`src/rtl/sprite_blitter.sv`:
```
// sprite_blitter: streams a rectangular RGB565 sprite from ROM into the SRAM controller
// write port, holding each drawn pixel and skipping colour-keyed or off-screen texels.
module sprite_blitter #(
   parameter int unsigned HOLD_CYCLES = 4,
   parameter logic [15:0] TRANSPARENT = 16'hF81F,
   parameter int unsigned SCREEN_W    = 640,
   parameter int unsigned SCREEN_H    = 480
) (
   input  logic        sram_clk,
   input  logic        reset,
   input  logic        frame_clk,
   input  logic        cmd_valid,
   output logic        cmd_ready,
   input  logic [9:0]  cmd_x,
   input  logic [9:0]  cmd_y,
   input  logic [5:0]  cmd_w,
   input  logic [5:0]  cmd_h,
   input  logic [11:0] cmd_base,
   output logic [11:0] rom_addr,
   input  logic [15:0] rom_data,
   output logic [9:0]  program_x,
   output logic [9:0]  program_y,
   output logic [15:0] program_data,
   output logic        busy,
   output logic        done,
   output logic        overrun
);

   localparam int unsigned    HCW        = $clog2(HOLD_CYCLES);
   localparam logic [HCW-1:0] HOLD_LAST  = HCW'(HOLD_CYCLES - 1);
   localparam logic [10:0]    SCREEN_W_L = 11'(SCREEN_W);
   localparam logic [10:0]    SCREEN_H_L = 11'(SCREEN_H);
   localparam logic [9:0]     PARK_X     = 10'h3FF;
   localparam logic [9:0]     PARK_Y     = 10'h1FF;

   typedef enum logic [1:0] {
      S_IDLE  = 2'd0,
      S_FETCH = 2'd1,
      S_EVAL  = 2'd2,
      S_HOLD  = 2'd3
   } state_t;

   state_t          state_q, state_d;
   logic [9:0]      x_q, x_d, y_q, y_d;
   logic [5:0]      w_q, w_d, h_q, h_d;
   logic [5:0]      col_q, col_d, row_q, row_d;
   logic [HCW-1:0]  hold_cnt_q, hold_cnt_d;
   logic [11:0]     rom_addr_q, rom_addr_d;
   logic [9:0]      prog_x_q, prog_x_d, prog_y_q, prog_y_d;
   logic [15:0]     prog_data_q, prog_data_d;
   logic            busy_q, busy_d, done_q, done_d, overrun_q, overrun_d;
   logic            cmd_ready_q, cmd_ready_d;
   logic            meta_q, meta_d, sync_q, sync_d, sync_dly_q, sync_dly_d;

   logic            swap_s, advance_s, opaque_s, last_col_s, last_px_s;
   logic [10:0]     px_s, py_s;

   // Next-state, datapath and output computation for the blit sequencer.
   always_comb begin
      state_d     = state_q;
      x_d         = x_q;
      y_d         = y_q;
      w_d         = w_q;
      h_d         = h_q;
      col_d       = col_q;
      row_d       = row_q;
      hold_cnt_d  = hold_cnt_q;
      rom_addr_d  = rom_addr_q;
      prog_x_d    = prog_x_q;
      prog_y_d    = prog_y_q;
      prog_data_d = prog_data_q;
      busy_d      = busy_q;
      done_d      = 1'b0;
      overrun_d   = 1'b0;
      cmd_ready_d = 1'b0;
      meta_d      = frame_clk;
      sync_d      = meta_q;
      sync_dly_d  = sync_q;
      advance_s   = 1'b0;

      swap_s     = sync_q & ~sync_dly_q;
      px_s       = {1'b0, x_q} + {5'd0, col_q};
      py_s       = {1'b0, y_q} + {5'd0, row_q};
      opaque_s   = (rom_data != TRANSPARENT) && (px_s < SCREEN_W_L) && (py_s < SCREEN_H_L);
      last_col_s = (col_q == (w_q - 6'd1));
      last_px_s  = last_col_s && (row_q == (h_q - 6'd1));

      case (state_q)
         S_IDLE: begin
            if (cmd_valid && cmd_ready_q) begin
               x_d        = cmd_x;
               y_d        = cmd_y;
               w_d        = cmd_w;
               h_d        = cmd_h;
               col_d      = 6'd0;
               row_d      = 6'd0;
               rom_addr_d = cmd_base;
               if ((cmd_w == 6'd0) || (cmd_h == 6'd0)) begin
                  done_d = 1'b1;
               end else begin
                  busy_d  = 1'b1;
                  state_d = S_FETCH;
               end
            end else begin
               cmd_ready_d = 1'b1;
            end
         end
         S_FETCH: begin
            state_d = S_EVAL;
         end
         S_EVAL: begin
            if (opaque_s) begin
               prog_x_d    = px_s[9:0];
               prog_y_d    = py_s[9:0];
               prog_data_d = rom_data;
               hold_cnt_d  = {HCW{1'b0}};
               state_d     = S_HOLD;
            end else begin
               advance_s = 1'b1;
            end
         end
         S_HOLD: begin
            if (hold_cnt_q == HOLD_LAST) begin
               advance_s = 1'b1;
            end else begin
               hold_cnt_d = hold_cnt_q + {{(HCW-1){1'b0}}, 1'b1};
            end
         end
         default: begin
            state_d = S_IDLE;
         end
      endcase

      // The address only ever steps by one, so row-major traversal needs no multiplier.
      if (advance_s) begin
         if (last_px_s) begin
            done_d   = 1'b1;
            busy_d   = 1'b0;
            prog_x_d = PARK_X;
            prog_y_d = PARK_Y;
            state_d  = S_IDLE;
         end else begin
            rom_addr_d = rom_addr_q + 12'd1;
            state_d    = S_FETCH;
            if (last_col_s) begin
               col_d = 6'd0;
               row_d = row_q + 6'd1;
            end else begin
               col_d = col_q + 6'd1;
            end
         end
      end else begin
         hold_cnt_d = hold_cnt_d;
      end

      // A frame swap wins over everything in flight, including a same-cycle completion.
      if (swap_s) begin
         prog_x_d = PARK_X;
         prog_y_d = PARK_Y;
         if (state_q != S_IDLE) begin
            state_d     = S_IDLE;
            busy_d      = 1'b0;
            done_d      = 1'b0;
            overrun_d   = 1'b1;
            cmd_ready_d = 1'b0;
            hold_cnt_d  = {HCW{1'b0}};
            rom_addr_d  = rom_addr_q;
            prog_data_d = prog_data_q;
            col_d       = col_q;
            row_d       = row_q;
         end else begin
            overrun_d = 1'b0;
         end
      end else begin
         overrun_d = overrun_d;
      end
   end

   // State and output registers with asynchronous reset.
   always_ff @(posedge sram_clk or posedge reset) begin
      if (reset) begin
         state_q     <= S_IDLE;
         x_q         <= 10'd0;
         y_q         <= 10'd0;
         w_q         <= 6'd0;
         h_q         <= 6'd0;
         col_q       <= 6'd0;
         row_q       <= 6'd0;
         hold_cnt_q  <= {HCW{1'b0}};
         rom_addr_q  <= 12'd0;
         prog_x_q    <= PARK_X;
         prog_y_q    <= PARK_Y;
         prog_data_q <= 16'd0;
         busy_q      <= 1'b0;
         done_q      <= 1'b0;
         overrun_q   <= 1'b0;
         cmd_ready_q <= 1'b0;
         meta_q      <= 1'b0;
         sync_q      <= 1'b0;
         sync_dly_q  <= 1'b0;
      end else begin
         state_q     <= state_d;
         x_q         <= x_d;
         y_q         <= y_d;
         w_q         <= w_d;
         h_q         <= h_d;
         col_q       <= col_d;
         row_q       <= row_d;
         hold_cnt_q  <= hold_cnt_d;
         rom_addr_q  <= rom_addr_d;
         prog_x_q    <= prog_x_d;
         prog_y_q    <= prog_y_d;
         prog_data_q <= prog_data_d;
         busy_q      <= busy_d;
         done_q      <= done_d;
         overrun_q   <= overrun_d;
         cmd_ready_q <= cmd_ready_d;
         meta_q      <= meta_d;
         sync_q      <= sync_d;
         sync_dly_q  <= sync_dly_d;
      end
   end

   assign cmd_ready    = cmd_ready_q;
   assign rom_addr     = rom_addr_q;
   assign program_x    = prog_x_q;
   assign program_y    = prog_y_q;
   assign program_data = prog_data_q;
   assign busy         = busy_q;
   assign done         = done_q;
   assign overrun      = overrun_q;

endmodule

```
`config.mk`:
```
export PLATFORM = sky130hd
export DESIGN_NAME = sprite_blitter
export DESIGN_NICKNAME = d
export VERILOG_FILES = /design/src/rtl/sprite_blitter.sv
export SDC_FILE = /design/constraint.sdc
export NUM_CORES = 1
export LEC_CHECK = 0
export BUFFER_PORTS_ARGS = -buffer_cell sky130_fd_sc_hd__buf_2
export CORE_MARGIN = 1
export CORE_UTILIZATION = 36
export CTS_BUF_LIST = sky130_fd_sc_hd__clkbuf_2
export DETAILED_ROUTE_END_ITERATION = 7
export MAX_ROUTING_LAYER = met4
export PLACE_DENSITY = 0.63
export SLEW_MARGIN = 20
export SYNTH_ARGS = -nofsm -noshare
export SYNTH_HDL_FRONTEND = slang
export SYNTH_SLANG_ARGS = --single-unit
```
`constraint.sdc`:
```
create_clock -name sram_clk -period 5.18 [get_ports sram_clk]
set_input_delay 0.259 -clock sram_clk [delete_from_list [all_inputs] [get_ports sram_clk]]
set_output_delay 0.259 -clock sram_clk [all_outputs]
set_load 0.1 [all_outputs]
```
=== Yosys cells after proc, flatten, opt, wreduce, memory -nomap -nowiden ===
Cells that the tools add are included.

* Bitwise operators: 2
* Mux-type cells: 70
* $mul: 0
* $add $sub $neg: 8
* Divide/modulo/power cells: 0
* $lt $le $gt $ge: 2
* Shift-type cells: 0
* Reductions and logical operators: 10
* Equal/unequal tests: 8

{| class="wikitable"
|+ Operators with widths
! cell !! count
|-
| 10-bit 2-to-1 mux || 10
|-
| 6-bit 2-to-1 mux || 14
|-
| 12-bit 2-to-1 mux || 6
|-
| 16-bit 2-to-1 mux || 4
|-
| 1-bit 2-to-1 mux || 23
|-
| 10-bit by 6-bit adder with 11-bit output || 2
|-
| 2-bit 2-to-1 mux || 10
|-
| 16-bit != test, second input constant || 1
|-
| 12-bit by 1-bit adder with 12-bit output, second input constant || 1
|-
| 6-bit by 1-bit adder with 6-bit output, second input constant || 2
|-
| 6-bit == test || 2
|-
| 6-bit logical NOT || 2
|-
| 6-bit by 1-bit subtractor with 6-bit output, second input constant || 2
|-
| 11-bit by 10-bit less-than comparator with 1-bit output, second input constant || 1
|-
| 11-bit by 9-bit less-than comparator with 1-bit output, second input constant || 1
|-
| 2-bit == test, second input constant || 3
|-
| 2-bit one-hot mux with 3 select lines || 1
|-
| 1-bit logical AND || 4
|-
| 2-bit one-hot mux with 2 select lines || 1
|-
| 2-bit by 1-bit adder with 2-bit output, second input constant || 1
|-
| 2-bit by 1-bit == test with 1-bit output, second input constant || 1
|-
| 2-bit logical NOT || 1
|-
| 2-bit != test, second input constant || 1
|-
| 1-bit one-hot mux with 2 select lines || 1
|-
| other kinds (5) || 5
|}

* Latch bits: 0
* Memories: 0
* Output and inout bits: 52
* RAM bits: 0
* Word-level logic and storage cells: 119
* Input bits: 64
* ROM bits: 0
* Bits in registers: 103

=== Logic depth before layout (Yosys ltp) ===
* Depth in word-level cells: 9
* Gate-level depth with buffers: 12

=== Worst setup path before layout ===
OpenSTA, ideal clock, no wires.

* Path type: flip-flop to flip-flop
* Start: register row_q[0]
* End: register prog_data_q[0], in the netlist program_data[0]
* Cell stages (with the launch flop): 13
* Setup time: 128 ps
* Data required time: 5052 ps
* Arrival time: 2706 ps
* Clock period less this slack: 2834 ps
* Slack: 2346 ps
* Cells stage by stage: dfrtp_1 ha_1 inv_1 fa_1 nor2b_1 o21ai_1 a31oi_1 nor4_4 o2bb2ai_2 nand3_4 nor2_8 buf_6 mux2_1

* Cells in the longest elaborated chain, start to end: 7

{| class="wikitable"
|+ RTL lines
! item !! RTL line !! text
|-
| from (decl) || 46 || <nowiki>logic [5:0] col_q, col_d, row_q, row_d;</nowiki>
|-
| from (signal assigned) || 208 || <nowiki>row_q <= row_d;</nowiki>
|-
| 10-bit by 6-bit adder with 11-bit output (*) || 83 || <nowiki>py_s = {1'b0, y_q} + {5'd0, row_q};</nowiki>
|-
| 11-bit by 9-bit less-than comparator with 1-bit output (*) || 84 || <nowiki>opaque_s = (rom_data != TRANSPARENT) && (px_s < SCREEN_W_L) && (py_s < SCREEN_H_L);</nowiki>
|-
| 1-bit logical AND (*) || 84 ||
|-
| 16-bit 2-to-1 mux (*) || 112 || <nowiki>if (opaque_s) begin</nowiki>
|-
| 16-bit 2-to-1 mux (*) || 88 || <nowiki>case (state_q)</nowiki>
|-
| 16-bit 2-to-1 mux || 160 || <nowiki>if (state_q != S_IDLE) begin</nowiki>
|-
| 16-bit 2-to-1 mux (*) || 157 || <nowiki>if (swap_s) begin</nowiki>
|-
| to (signal assigned) || 213 || <nowiki>prog_data_q <= prog_data_d;</nowiki>
|-
| to (decl) || 50 || <nowiki>logic [15:0] prog_data_q, prog_data_d;</nowiki>
|}

Mark *: on every way between the ends. The rest lies on a longest branch, timed or not. The select of a mux whose other input is x is not followed.
A chain may end at the register's enable or synchronous reset.

=== Final worst setup path ===
* Start: register row_q[0]
* End: register prog_data_q[15], in the netlist program_data[15]

Same word-level chain as after synthesis.

==> flow_summary.ini <==
[layout]
final_util_pct = 47.07
drive_gt1_share_pct = 24.42
antenna_cells = 0
syn_to_final_growth_pct = 26.40
final_nets = 848

[sta]
rsz0062_at_grt = no
min_period_ns = 3.458
worst_clock_skew_ns = 0.01990
final.setup.tns_ns = 0
holdWs_ns = 0.1918
min_period_over_period_pct = 66.76
drv_slew = 0
setup_viol = 0
worstMarginPinSlew_ns = 0.8972
max_freq_mhz = 289.2
finalHoldViolations = 0
relSlewSlack_pct = 40.02

[synth]
synth_edf_count = 0
syn_inst = 594
yosys_warnings = 0
synth_top_area_share_pct = 36.72
synthArstFlopShare_pct = 100.0
ys.flop_type = dfrtp_1
yosys_register_bits = 103
syn_nets = 677
synth_area_leaders = dfrtp_1, dfstp_2, nand2_1
ys_seq_area_share_pct = 45.44
ys_types = 71
avgSynthCellArea_sq_um = 9.637
yosys.area.top_type = dfrtp_1
mappedNetlistArea_sq_um = 5724

[worst_setup_path]
path_buf_inv = 1
cp_max_fo = 37
endpoint_kind = flop
required_ns = 5.72
cpMaxStageDelayCell = dfrtp_1
crit_family = simple AND/OR/NAND/NOR gates
crit_type = reg -> reg
critPathArrivalTime_ns = 4.00
path_cells = ha_1 > inv_1 > fa_1 > nor2b_1 > o21ai_1 > a31oi_1 > nor4_4 > o2bb2ai_2 > nand3_4 > nor2_8 > mux2_1
max_stage_delay_ns = 0.51
cp-start-kind = flop

[routing]
wl_per_cell_microns = 15.18
dr_total_vias = 5070
vias_per_cell = 5.168
first_pass_iters = 4
ant_nets = 0
drt-initial-drc-count = 290
drc_errors = 0
wl_microns = 14890

[clocking]
clockBufferDepth = 2
clock-root-buffer = clkbuf_2
path_clk_slew_ns = 0.27
numCtsBuffers = 9
clock-sinks = 103
cts_tree = built
clk_latency_ns = 0.63
cts_max_level = 3

[die]
row_count = 45
dieArea_sq_um = 16410
core-area_sq_um = 15370
ios = 116
start_util_pct = 37.24
die_w_microns = 128.1
die-height_microns = 128.1

[placement]
portBuffers = 115
dp_hpwl_microns = 10830
gp_congestion = 0.8537

[global_routing]
grt_max_degree = 56
grt_pass1_wl_microns = 25140
antenna_found_initial = 0
track_usage_pct = 19.92
grt_pass1_vias = 5194
overflow = 0

[flow_run]
maxCapViolCount = 0

[worst_hold_path]
hold_class = in -> async

[status]
outcome = finished clean
==> cell usage after synthesis, types with 16 or more instances <==
cell type  number
a21oi_1        22
mux2_1         16
dfstp_2        19
o211ai_1       20
nand3_1        24
dfrtp_1        84
ha_1           17
nor2_1         23
o21ai_0        17
nand2_1       120
clkbuf_1       17
inv_1          31
==> metal layers <==
metal | vias to the layer above | wire length, microns | global-route usage (%)
met5 | - | 0 | -
met2 | 139 | 7233 | 33.54
met1 | 2468 | 6680 | 24.42
met4 | 0 | 169 | 6.644
met3 | 18 | 807 | 3.088
li1 | 2445 | - | -
==> cell usage in the layout, fill, tap and decap left out, drive strengths merged, types with 3 or more instances in the layout <==
cell type,n
o211ai,21
xnor2,15
ha,17
nor4b,4
nand3,25
nand4,4
o21ai,26
nor4,8
clkbuf,10
xor2,14
nand2,120
a31oi,9
nand2b,4
o22ai,12
dlygate4sd3,63
dfstp,19
mux2,18
o31a,3
o21a,8
nor3,7
mux2i,4
inv,34
buf,120
dfrtp,84
nor2,24
a211o,4
and4,3
and3,11
a211oi,3
a21oi,33
a21o,3
nor2b,8
==> cell type report <==
cell class	instances	area (sq um)
Fill cell	1449	8135
Multi-Input combinational cell	437	2892
Sequential cell	103	2601
Timing Repair Buffer	183	1244
Tap cell	211	264.0
Inverter	31	118.9
Clock inverter	6	66.31
Clock buffer	10	50.05
==> final timing paths <==
kind                                 startpoint                            to  slack (ns)  cells past startpoint
max reg2reg                row_q[0]$_DFFE_PP0N_  program_data[15]$_DFFE_PP0P_        1.72                     11
max                        row_q[0]$_DFFE_PP0N_  program_data[15]$_DFFE_PP0P_        1.72                     11
min                                       reset            x_q[3]$_DFFE_PP0P_        0.19                      3
max in group asynchronous                 reset       rom_addr[4]$_DFFE_PP0N_        3.85                      4
min reg2reg                    meta_q$_DFF_PP0_          sync_dly_d$_DFF_PP0_        0.40                      0
min in group sram_clk                 frame_clk              meta_q$_DFF_PP0_        0.23                      2
==> what timing repair did <==
item	4_1_cts	5_1_grt
resized for setup	0	0
endpoints found under the hold margin	110	0
hold buffers	63	0
setup buffers	0	0
==> worst reg2reg max path: stages, from the launching register on <==
cell       delay (ns)
dfrtp_1          0.51
ha_1             0.20
inv_1            0.05
fa_1             0.40
nor2b_1          0.20
o21ai_1          0.11
a31oi_1          0.33
nor4_4           0.07
o2bb2ai_2        0.30
nand3_4          0.40
nor2_8           0.43
mux2_1           0.37
==> cell families after synthesis <==
family,count (synthesis),synth area share (%)
compound gates,137,17.57
xor+xnor,29,4.437
fa+ha+maj,19,4.415
buf+inv,54,4.044
flops,103,45.44
mux,22,4.240
simple gates,230,19.85
==> sequential cells by signal, summed over array words and instances (netlist names), 2 cells and up <==
signal	cells
col_q	6
h_q	6
hold_cnt_q	2
program_data	16
program_x	10
program_y	10
rom_addr	12
row_q	6
state_q	2
w_q	6
x_q	10
y_q	10
==> metrics by stage <==
| step | area, sq um | worst slack (ns) | cells |
|---|---|---|---|
| 2_1_floorplan | 5724 | 2.249 | 594 |
| 3_3_place_gp | 6489 | 1.932 | 902 |
| 3_5_place_dp | 6489 | 1.740 | 902 |
| 4_1_cts | 7236 | 1.710 | 981 |
| 5_1_grt | 7236 | 1.489 | 981 |
| 6_report | 7236 | 1.722 | 981 |
Power is left out: the tool's default activity adds up to more than one toggle a clock period on the data nets, which glitch-free logic cannot reach.
